[src/rtl/uart_tx_engine.sv]
// 8N1/8N2 UART serializer fed by the reply-FIFO drain stage; LSB first, fixed baud.
// Define UART_TX_PARITY_EN to insert a parity bit (sense set by PARITY_ODD).
module uart_tx_engine #(
    parameter int unsigned CLK_FREQ_HZ = 50_000_000,
    parameter int unsigned BAUD        = 115_200,
    parameter int unsigned STOP_BITS   = 1,
    parameter int unsigned PARITY_ODD  = 0
) (
    input  logic       clk,
    input  logic       rst,
    input  logic [7:0] tx_data,
    input  logic       tx_valid,
    output logic       tx_ready,
    output logic       txd,
    output logic       busy,
    output logic       tx_done
);

    localparam int unsigned CLKS_PER_BIT = (CLK_FREQ_HZ + BAUD / 2) / BAUD;
    localparam int unsigned CNT_W        = (CLKS_PER_BIT > 1) ? $clog2(CLKS_PER_BIT) : 1;
    localparam logic [CNT_W-1:0] CNT_LAST  = CNT_W'(CLKS_PER_BIT - 1);
    localparam logic             STOP_LAST = 1'(STOP_BITS - 1);

    if (CLKS_PER_BIT < 2) begin : g_bad_clks_per_bit
        $error("uart_tx_engine: CLKS_PER_BIT must be at least 2");
    end
    if (STOP_BITS != 1 && STOP_BITS != 2) begin : g_bad_stop_bits
        $error("uart_tx_engine: STOP_BITS must be 1 or 2");
    end
    if (PARITY_ODD > 1) begin : g_bad_parity_odd
        $error("uart_tx_engine: PARITY_ODD must be 0 or 1");
    end

    typedef enum logic [2:0] {
        IDLE,
        START,
        DATA,
        PARITY,
        STOP
    } state_t;

    state_t           state,    state_nxt;
    logic [CNT_W-1:0] baud_cnt, baud_nxt;
    logic [2:0]       bit_cnt,  bit_nxt;
    logic             stop_cnt, stop_nxt;
    logic [7:0]       shift,    shift_nxt;
    logic             txd_nxt;
    logic             busy_nxt;
    logic             done_nxt;
    logic             wrap;
`ifdef UART_TX_PARITY_EN
    logic             par_bit,  par_nxt;
`endif

    // Ready drops in the same cycle valid arrives so the registered drain stage pops only once.
    assign tx_ready = (state == IDLE) && !tx_valid;
    assign wrap     = (baud_cnt == CNT_LAST);

    always_ff @(posedge clk) begin
        if (rst) begin
            state    <= IDLE;
            baud_cnt <= '0;
            bit_cnt  <= '0;
            stop_cnt <= 1'b0;
            shift    <= '0;
            txd      <= 1'b1;
            busy     <= 1'b0;
            tx_done  <= 1'b0;
`ifdef UART_TX_PARITY_EN
            par_bit  <= 1'b0;
`endif
        end else begin
            state    <= state_nxt;
            baud_cnt <= baud_nxt;
            bit_cnt  <= bit_nxt;
            stop_cnt <= stop_nxt;
            shift    <= shift_nxt;
            txd      <= txd_nxt;
            busy     <= busy_nxt;
            tx_done  <= done_nxt;
`ifdef UART_TX_PARITY_EN
            par_bit  <= par_nxt;
`endif
        end
    end

    // Next-state and next-output logic; the line bit advances on each baud wrap.
    always_comb begin
        state_nxt = state;
        baud_nxt  = baud_cnt;
        bit_nxt   = bit_cnt;
        stop_nxt  = stop_cnt;
        shift_nxt = shift;
        txd_nxt   = txd;
        busy_nxt  = busy;
        done_nxt  = 1'b0;
`ifdef UART_TX_PARITY_EN
        par_nxt   = par_bit;
`endif

        if (state != IDLE) begin
            baud_nxt = wrap ? '0 : baud_cnt + CNT_W'(1);
        end

        case (state)
            IDLE: begin
                txd_nxt = 1'b1;
                if (tx_valid) begin
                    state_nxt = START;
                    shift_nxt = tx_data;
                    txd_nxt   = 1'b0;
                    busy_nxt  = 1'b1;
                    baud_nxt  = '0;
                    bit_nxt   = '0;
                    stop_nxt  = 1'b0;
`ifdef UART_TX_PARITY_EN
                    par_nxt   = (^tx_data) ^ (PARITY_ODD != 0);
`endif
                end
            end
            START: begin
                if (wrap) begin
                    state_nxt = DATA;
                    txd_nxt   = shift[0];
                end
            end
            DATA: begin
                if (wrap) begin
                    if (bit_cnt == 3'd7) begin
`ifdef UART_TX_PARITY_EN
                        state_nxt = PARITY;
                        txd_nxt   = par_bit;
`else
                        state_nxt = STOP;
                        txd_nxt   = 1'b1;
`endif
                    end else begin
                        shift_nxt = {1'b0, shift[7:1]};
                        txd_nxt   = shift[1];
                        bit_nxt   = bit_cnt + 3'd1;
                    end
                end
            end
`ifdef UART_TX_PARITY_EN
            PARITY: begin
                if (wrap) begin
                    state_nxt = STOP;
                    txd_nxt   = 1'b1;
                end
            end
`endif
            STOP: begin
                if (wrap) begin
                    if (stop_cnt == STOP_LAST) begin
                        state_nxt = IDLE;
                        busy_nxt  = 1'b0;
                        done_nxt  = 1'b1;
                    end else begin
                        stop_nxt = stop_cnt + 1'b1;
                    end
                end
            end
            default: begin
                state_nxt = IDLE;
                txd_nxt   = 1'b1;
                busy_nxt  = 1'b0;
            end
        endcase
    end

endmodule

[config.mk]
export PLATFORM = sky130hd
export DESIGN_NAME = uart_tx_engine
export DESIGN_NICKNAME = d
export VERILOG_FILES = /design/src/rtl/uart_tx_engine.sv
export SDC_FILE = /design/constraint.sdc
export NUM_CORES = 1
export LEC_CHECK = 0
export CORE_MARGIN = 8
export CORE_UTILIZATION = 50
export DETAILED_ROUTE_END_ITERATION = 7
export MAX_ROUTING_LAYER = met4
export PLACE_DENSITY_LB_ADDON = 0.15
export SYNTH_ARGS = -nofsm -noshare
export SYNTH_HDL_FRONTEND = slang
export SYNTH_SLANG_ARGS = --single-unit
[constraint.sdc]
create_clock -name clk -period 1.6 [get_ports clk]
set_clock_uncertainty 0.05 [all_clocks]
set_input_delay 0.16 -clock clk [delete_from_list [all_inputs] [get_ports clk]]
set_output_delay 0.16 -clock clk [all_outputs]
set_load 0.1 [all_outputs]
==> results of run 1 <==
## synth_stat cells, types with 2 or more instances
| cell type | instances | area [sq um] |
|---|---|---|
| sky130_fd_sc_hd__nand2_1 | 8 | 30.0 |
| sky130_fd_sc_hd__ha_1 | 4 | 50.1 |
| sky130_fd_sc_hd__a211oi_2 | 7 | 87.6 |
| sky130_fd_sc_hd__nand2b_1 | 3 | 18.8 |
| sky130_fd_sc_hd__o211ai_1 | 2 | 15.0 |
| sky130_fd_sc_hd__and3_1 | 2 | 12.5 |
| sky130_fd_sc_hd__or3_1 | 2 | 12.5 |
| sky130_fd_sc_hd__a21oi_1 | 13 | 65.1 |
| sky130_fd_sc_hd__a311oi_1 | 8 | 70.1 |
| sky130_fd_sc_hd__dfxtp_1 | 26 | 521 |
| sky130_fd_sc_hd__inv_1 | 4 | 15.0 |
| sky130_fd_sc_hd__nor2_1 | 10 | 37.5 |
| sky130_fd_sc_hd__buf_2 | 4 | 20.0 |
| sky130_fd_sc_hd__o21ai_0 | 5 | 25.0 |
| sky130_fd_sc_hd__a41oi_1 | 2 | 17.5 |
| sky130_fd_sc_hd__nor3_1 | 9 | 45.0 |
| sky130_fd_sc_hd__nand3_1 | 8 | 40.0 |
| sky130_fd_sc_hd__and2_1 | 2 | 12.5 |
| sky130_fd_sc_hd__nor2b_1 | 2 | 12.5 |
| sky130_fd_sc_hd__mux2i_1 | 8 | 80.1 |
| sky130_fd_sc_hd__clkbuf_1 | 6 | 22.5 |
## logic make-up after synthesis
| logic type | synth area share (%) |
|---|---|
| mux | 5.75 |
| simple gates | 23.1 |
| flops | 37.3 |
| buf+inv | 5.48 |
| fa+ha+maj | 3.59 |
| compound gates | 24.8 |
## cell type report
class	instances	area (sq um)	area share, %
multi-input combinational	113	862	45.2
timing repair buffer	41	407	21.3
clock inverter	1	30.0	1.57
tap	31	38.8	2.03
inverter	4	18.8	0.984
sequential	26	528	27.7
clock buffer	3	22.5	1.18
## sequential cells by signal, indices dropped and copies added (netlist names)
signal    flops
txd           1
bit_cnt       3
shift         8
baud_cnt      9
tx_done       1
state         3
busy          1
## worst max path at each step
stage	startpoint	to	slack [ns]	depth (start not counted)
global placement	baud_cnt[1]$_SDFF_PP0_	baud_cnt[7]$_SDFF_PP0_	0.07	7
floorplan	state[2]$_SDFFE_PP0P_	baud_cnt[0]$_SDFF_PP0_	-0.05	7
global route	baud_cnt[6]$_SDFF_PP0_	bit_cnt[1]$_SDFFE_PP0P_	-0.03	5
CTS	bit_cnt[0]$_SDFFE_PP0P_	shift[2]$_SDFFE_PP0P_	0.002	6
finish	bit_cnt[0]$_SDFFE_PP0P_	bit_cnt[2]$_SDFFE_PP0P_	0.06	6
detailed placement	baud_cnt[6]$_SDFF_PP0_	shift[2]$_SDFFE_PP0P_	0.007	5
## repair_timing
item	4_1_cts	5_1_grt
cloned	0	1
endpoints found under the setup margin	4	16
hold buffers	0	0
pin swaps	3	14
buffers inserted	2	2
gates resized for setup	5	18
## power by group
group	total, uW	internal, uW	leakage, uW	switching [uW]
clock	453	253	0.0000279	199
sequential	702	676	0.000215	25.5
combinational	296	131	0.000431	165
total	1450	1060	0.000674	390
## per-stage QoR
step	utilization (%)	TNS, ns
CTS	67.1	0
global placement	64.3	0
global route	70.4	-0.134
floorplan	-	-0.0721
detailed placement	64.3	0
finish	70.4	0
## layer usage
metal	part of all wire (%)	routed length, microns	track usage (%)
met1	44	1550	19.9
met2	50	1740	25.9
met3	4.7	164	2.91
met4	1.0	36	5.01
met5	0	0	-
## worst max-delay path: stages (launching register included)
cell and delay [ns]:
sky130_fd_sc_hd__dfxtp_2 0.35, sky130_fd_sc_hd__ha_1 0.19, sky130_fd_sc_hd__ha_2 0.19, sky130_fd_sc_hd__and4b_1 0.33
sky130_fd_sc_hd__buf_6 0.15, sky130_fd_sc_hd__o211ai_1 0.08, sky130_fd_sc_hd__a21oi_1 0.14
==> insert_results.sql, run 1 <==
INSERT INTO impl_metrics (metric_group, metric, value, unit) VALUES
('global_routing', 'grt_max_degree', '28', ''),
('cts', 'clk_path_buf_depth', '2', ''),
('logic_synthesis', 'post_synth.cell_area_avg', '8.99', 'sq um'),
('placed_design', 'placement.cell_area', '1740', 'sq um'),
('pwr', 'p_leak', '0.000674', 'uW'),
('cts', 'cts.root.buffer_cell', 'sky130_fd_sc_hd__clkbuf_4', ''),
('setup_path', 'reg2reg_depth', '6', ''),
('final_layout', 'area_growth_syn_to_layout', '36.8', '%'),
('timing', 'worst_max_slew_pin_slew', '0.332', 'ns'),
('final_layout', 'antennaDiodeCount', '0', ''),
('timing', 'hold_viol_final', '0', ''),
('cts', 'clkLatencyLatePin', '0.32', 'ns'),
('cts', 'num_cts_buffers', '3', ''),
('floorplan', 'die_area', '4730', 'sq um'),
('final_layout', 'post-route-cell-area', '1910', 'sq um'),
('setup_path', 'critical_path_required', '1.82', 'ns'),
('pwr', 'total_power', '1450', 'uW'),
('logic_synthesis', 'synth-seq-area-share', '37.3', '%'),
('placed_design', 'finalWeightedCongestion', '0.865', ''),
('floorplan', 'placement_rows', '19', ''),
('cts', 'clock_tree.htree_level_count', '1', ''),
('floorplan', 'die-height', '68.8', 'microns'),
('timing', 'setup_repair_after_global_routing_missed_its_margin', 'yes', ''),
('setup_path', 'rr_startpoint', 'bit_cnt[0]$_SDFFE_PP0P_', ''),
('floorplan', 'io-pin-count', '15', ''),
('timing', 'holdWs', '0.370', 'ns'),
('floorplan', 'die_x', '68.8', 'microns'),
('detailed_routing', 'drt_pass1_iterations', '4', ''),
('min_path', 'hold_path_end', 'shift[7]$_SDFFE_PP0P_', ''),
('setup_path', 'critPathKind', 'reg -> reg', ''),
('setup_path', 'crit_end_category', 'flip-flop', ''),
('final_layout', 'layoutNonFillerInstCount', '219', ''),
('placed_design', 'pre_cts_slack', '0.00739', 'ns'),
('final_layout', 'most_frequent_standard_cell_in_the_layout_excluding_fill_and_tap_cells', 'sky130_fd_sc_hd__buf_4', ''),
('final_layout', 'drive_gt1_share', '34.6', '%'),
('final_layout', 'layout.cells.most_common_list', '23 x sky130_fd_sc_hd__buf_4, 20 x sky130_fd_sc_hd__dfxtp_1, 13 x sky130_fd_sc_hd__a21oi_1', ''),
('logic_synthesis', 'post_synth_edffs', '0', ''),
('detailed_routing', 'wire_per_inst', '15.9', 'microns'),
('setup_path', 'worst_path_fanout_max', '5', ''),
('setup_path', 'critical_path.reg2reg.endpoint', 'bit_cnt[2]$_SDFFE_PP0P_', ''),
('detailed_routing', 'drt.antenna.violating_nets', '0', ''),
('timing', 'slew_viol_final', '0', ''),
('timing', 'max_clock_freq', '0.648', 'GHz'),
('detailed_routing', 'drc_errors', '0', ''),
('status', 'run_status', 'completed', ''),
('detailed_routing', 'via_count', '1318', ''),
('logic_synthesis', 'syn-instance-count', '155', ''),
('detailed_routing', 'totalWireLength', '3490', 'microns'),
('final_layout', 'filler_cell_count', '222', ''),
('global_routing', 'grt_pass1_wl', '5790', 'microns'),
('floorplan', 'initial_core_util', '51.4', '%'),
('global_routing', 'vias_in_the_first_global_route', '1265', ''),
('logic_synthesis', 'postSynthRegisterBits', '26', ''),
('setup_path', 'startpoint_type', 'flip-flop', ''),
('min_path', 'holdCritPathClass', 'in -> reg', ''),
('logic_synthesis', 'ys.flop_type', 'sky130_fd_sc_hd__dfxtp_1', ''),
('setup_path', 'worst_ep_arrival_time', '1.77', 'ns'),
('setup_path', 'r2r_setup_slack', '0.06', 'ns'),
('run', 'cap_violations', '0', ''),
('min_path', 'min-delay-start', 'tx_data[7]', ''),
('logic_synthesis', 'syn_nets', '170', ''),
('floorplan', 'core_area', '2710', 'sq um'),
('final_layout', 'design.final.nets', '204', ''),
('pwr', 'power-per-cell-area', '761', 'nW/um^2'),
('global_routing', 'grt_usage', '16.0', '%'),
('placed_design', 'place_hpwl', '2460', 'microns'),
('global_routing', 'grt_remaining_overflow', '0', ''),
('placed_design', 'dp_cells', '210', ''),
('timing', 'max-slew-margin-rel', '77.8', '%'),
('timing', 'final.setup.worst_slack', '0.0561', 'ns'),
('timing', 'finalSetupViolCount', '0', '');
Note: power is estimated with default switching activity, not from simulation.
==> inputs of run 2 (changes only) <==
--- a/config.mk
+++ b/config.mk
@@ -8,6 +8,7 @@
 export CORE_MARGIN = 8
 export CORE_UTILIZATION = 50
 export DETAILED_ROUTE_END_ITERATION = 7
+export HOLD_SLACK_MARGIN = 0.12
 export MAX_ROUTING_LAYER = met4
 export PLACE_DENSITY_LB_ADDON = 0.15
 export SYNTH_ARGS = -nofsm -noshare
==> results of run 2 <==
No change in the layout: final DEF, timing and power equal those of run 1.
==> inputs of run 3 (changes only) <==
--- a/config.mk
+++ b/config.mk
@@ -7,10 +7,11 @@
 export LEC_CHECK = 0
 export CORE_MARGIN = 8
 export CORE_UTILIZATION = 50
+export CTS_BUF_LIST = sky130_fd_sc_hd__clkbuf_4 sky130_fd_sc_hd__clkbuf_8 sky130_fd_sc_hd__clkbuf_16
 export DETAILED_ROUTE_END_ITERATION = 7
 export HOLD_SLACK_MARGIN = 0.12
 export MAX_ROUTING_LAYER = met4
-export PLACE_DENSITY_LB_ADDON = 0.15
+export PLACE_DENSITY_LB_ADDON = 0.1
 export SYNTH_ARGS = -nofsm -noshare
 export SYNTH_HDL_FRONTEND = slang
 export SYNTH_SLANG_ARGS = --single-unit
==> run 3 against run 2 <==
  * First-iteration DRC count rose by 65%
  * Sequential share of layout area fell by 0.59 points
  * Critical path depth decreased by 2
==> insert_results.sql, run 3 (synthesis gave the netlist of run 1 again) <==
INSERT INTO impl_metrics (metric_group, metric, value, unit) VALUES
('detailed_routing', 'drc_errors', '0', ''),
('detailed_routing', 'drt-met1-wl', '1660', 'microns'),
('detailed_routing', 'topRoutingLayerUsed', 'met4', ''),
('cts', 'cts.root.buffer_cell', 'sky130_fd_sc_hd__clkbuf_4', ''),
('cts', 'clk_path_buf_depth', '2', ''),
('detailed_routing', 'detail_route.iter0.violations', '104', ''),
('final_layout', 'postLayoutCoreUtil', '71.9', '%'),
('final_layout', 'most_frequent_standard_cell_in_the_layout_excluding_fill_and_tap_cells', 'sky130_fd_sc_hd__buf_4', ''),
('cts', 'clock_tree.htree_level_count', '1', ''),
('setup_path', 'critical_path_required', '1.78', 'ns'),
('cts', 'cts_tree', 'yes', ''),
('pwr', 'combPwrFrac', '20.9', '%'),
('floorplan', 'die-height', '68.8', 'microns'),
('min_path', 'timing.hold.worst_path_depth', '3', ''),
('global_routing', 'antenna_found_initial', '0', ''),
('pwr', 'seqPwrFrac', '47.7', '%'),
('setup_path', 'critical_path.reg2reg.endpoint', 'shift[1]$_SDFFE_PP0P_', ''),
('pwr', 'total_power', '1460', 'uW'),
('floorplan', 'io-pin-count', '15', ''),
('timing', 'slew_viol_final', '0', ''),
('global_routing', 'grt_max_degree', '28', ''),
('setup_path', 'crit_cells', '4', ''),
('detailed_routing', 'drt_pass1_iterations', '4', ''),
('final_layout', 'area_growth_syn_to_layout', '39.8', '%'),
('final_layout', 'design.final.nets', '210', ''),
('floorplan', 'initial_core_util', '51.4', '%'),
('cts', 'path_clk_slew', '0.15', 'ns'),
('setup_path', 'critical_path.n_buffers_inverters', '1', ''),
('run', 'cap_violations', '0', ''),
('floorplan', 'core_area', '2710', 'sq um'),
('setup_path', 'crit_end_category', 'flip-flop', ''),
('global_routing', 'grt_usage', '16.6', '%'),
('timing', 'finalWorstPathRequiredPeriod', '1.60', 'ns'),
('floorplan', 'placement_rows', '19', ''),
('global_routing', 'grt_remaining_overflow', '0', ''),
('timing', 'finalSetupViolCount', '0', ''),
('final_layout', 'biggestRegsByFlops', 'baud_cnt: 9 flops, shift: 8 flops', ''),
('final_layout', 'largest_register', 'baud_cnt', ''),
('setup_path', 'crit_chain', 'nor3b_2 -> buf_4 -> mux2i_1 -> a211oi_2', ''),
('timing', 'worst_max_slew_pin_slew', '0.353', 'ns'),
('pwr', 'worst_ir_drop_vdd', '0.648', 'mV'),
('setup_path', 'startpoint_type', 'flip-flop', ''),
('detailed_routing', 'totalWireLength', '3790', 'microns'),
('placed_design', 'pre_cts_slack', '-0.0775', 'ns'),
('min_path', 'min-delay-start', 'tx_data[7]', ''),
('timing', 'max-slew-margin-rel', '76.4', '%'),
('setup_path', 'reg2reg_depth', '4', ''),
('setup_path', 'rr_startpoint', 'state[1]$_SDFFE_PP0P_', ''),
('placed_design', 'port_buffers', '14', ''),
('detailed_routing', 'via_per_inst', '6.19', ''),
('pwr', 'p_leak', '0.000705', 'uW'),
('cts', 'clkLatencyLatePin', '0.33', 'ns'),
('timing', 'hold_viol_final', '0', ''),
('placed_design', 'finalWeightedCongestion', '0.820', ''),
('final_layout', 'drive_gt1_share', '36.1', '%'),
('pwr', 'switching_share', '27.3', '%'),
('cts', 'cts_num_sinks', '26', ''),
('global_routing', 'vias_in_the_first_global_route', '1321', ''),
('timing', 'post-route-period-util', '99.8', '%'),
('pwr', 'clockPowerShare', '31.5', '%'),
('timing', 'tns', '0', 'ns'),
('pwr', 'p_int', '1060', 'uW'),
('pwr', 'net-switching-power', '400', 'uW'),
('detailed_routing', 'wire_per_inst', '16.8', 'microns'),
('final_layout', 'antennaDiodeCount', '0', ''),
('floorplan', 'die_x', '68.8', 'microns'),
('placed_design', 'place_hpwl', '2530', 'microns'),
('setup_path', 'worst_ep_arrival_time', '1.78', 'ns'),
('timing', 'setup_repair_after_global_routing_missed_its_margin', 'yes', ''),
('final_layout', 'largest_register_ffs', '9', ''),
('floorplan', 'die_area', '4730', 'sq um'),
('setup_path', 'r2r_setup_slack', '0.003', 'ns'),
('cts', 'post_cts_hold_fix_bufs', '0', ''),
('global_routing', 'grt_pass1_wl', '5930', 'microns'),
('final_layout', 'layout.cells.most_common_list', '29 x sky130_fd_sc_hd__buf_4, 20 x sky130_fd_sc_hd__dfxtp_1, 13 x sky130_fd_sc_hd__a21oi_1', ''),
('setup_path', 'worst_path_fanout_max', '9', ''),
('status', 'run_status', 'completed', ''),
('min_path', 'holdCritPathClass', 'in -> reg', ''),
('detailed_routing', 'dr_wl_met2', '1900', 'microns'),
('setup_path', 'path_delay_family', 'flip-flops', ''),
('detailed_routing', 'routed-wl-met3', '108', 'microns'),
('pwr', 'power-per-cell-area', '752', 'nW/um^2'),
('min_path', 'hold_path_end', 'shift[7]$_SDFFE_PP0P_', ''),
('setup_path', 'timing.critical_path.slowest_stage_cell', 'sky130_fd_sc_hd__dfxtp_1', ''),
('cts', 'num_cts_buffers', '3', ''),
('setup_path', 'critical-path-max-stage-delay', '0.42', 'ns'),
('timing', 'final.setup.worst_slack', '0.00252', 'ns'),
('timing', 'max_clock_freq', '0.626', 'GHz'),
('detailed_routing', 'drt.antenna.violating_nets', '0', ''),
('final_layout', 'filler_cell_count', '206', ''),
('setup_path', 'critPathKind', 'reg -> reg', ''),
('detailed_routing', 'via_count', '1393', '');
run 3: final cells by class:
| type | count | area, sq um | share of cell area (%) |
|---|---|---|---|
| Clock buffer | 3 | 22.5 | 1.16 |
| Clock inverter | 1 | 30.0 | 1.54 |
| Tap cell | 31 | 38.8 | 1.99 |
| Multi-Input combinational cell | 114 | 861 | 44.2 |
| Timing Repair Buffer | 46 | 449 | 23.1 |
| Inverter | 4 | 18.8 | 0.963 |
| Sequential cell | 26 | 528 | 27.1 |
run 3: per-layer routing:
metal,vias up,global-route usage [%]
met5,-,-
met4,0,7.52
met3,12,1.94
met2,32,27.5
met1,681,19.7
li1,668,-
run 3: how the worst max path moves through the flow:
stage / end / from / slack (ns)
3_5_place_dp: baud_cnt[6]$_SDFF_PP0_ / baud_cnt[1]$_SDFF_PP0_ / -0.08
5_1_grt: shift[1]$_SDFFE_PP0P_ / state[1]$_SDFFE_PP0P_ / -0.06
4_1_cts: tx_ready / state[1]$_SDFFE_PP0P_ / -0.000009
6_report: shift[1]$_SDFFE_PP0P_ / state[1]$_SDFFE_PP0P_ / 0.003
2_1_floorplan: baud_cnt[0]$_SDFF_PP0_ / state[2]$_SDFFE_PP0P_ / -0.05
3_3_place_gp: baud_cnt[7]$_SDFF_PP0_ / baud_cnt[1]$_SDFF_PP0_ / -0.01
run 3: metrics by stage:
stage | hold slack, ns | std cells | instance area [sq um]
6_report | 0.351 | 225 | 1950
5_1_grt | 0.368 | 225 | 1950
4_1_cts | 0.343 | 221 | 1880
3_5_place_dp | 0.424 | 215 | 1790
3_3_place_gp | 0.404 | 215 | 1790
2_1_floorplan | 0.277 | 155 | 1440
run 3: worst min-delay path, cell delays in order:
cell                              delay (ns)
sky130_fd_sc_hd__clkdlybuf4s50_1        0.40
sky130_fd_sc_hd__nand3b_1               0.08
sky130_fd_sc_hd__a21oi_1                0.06
run 3: power groups by stage:
stage	sequential [uW]	clock (uW)	combinational [uW]
2_1_floorplan	744	0	139
3_3_place_gp	711	0	283
3_5_place_dp	712	0	291
4_1_cts	698	464	296
5_1_grt	701	495	325
6_report	698	461	306
run 3: what timing repair did:
action,CTS,global route
pin swaps,5,8
cloned,0,1
gates resized for setup,8,10
endpoints found under the setup margin,8,22
buffers inserted,2,3
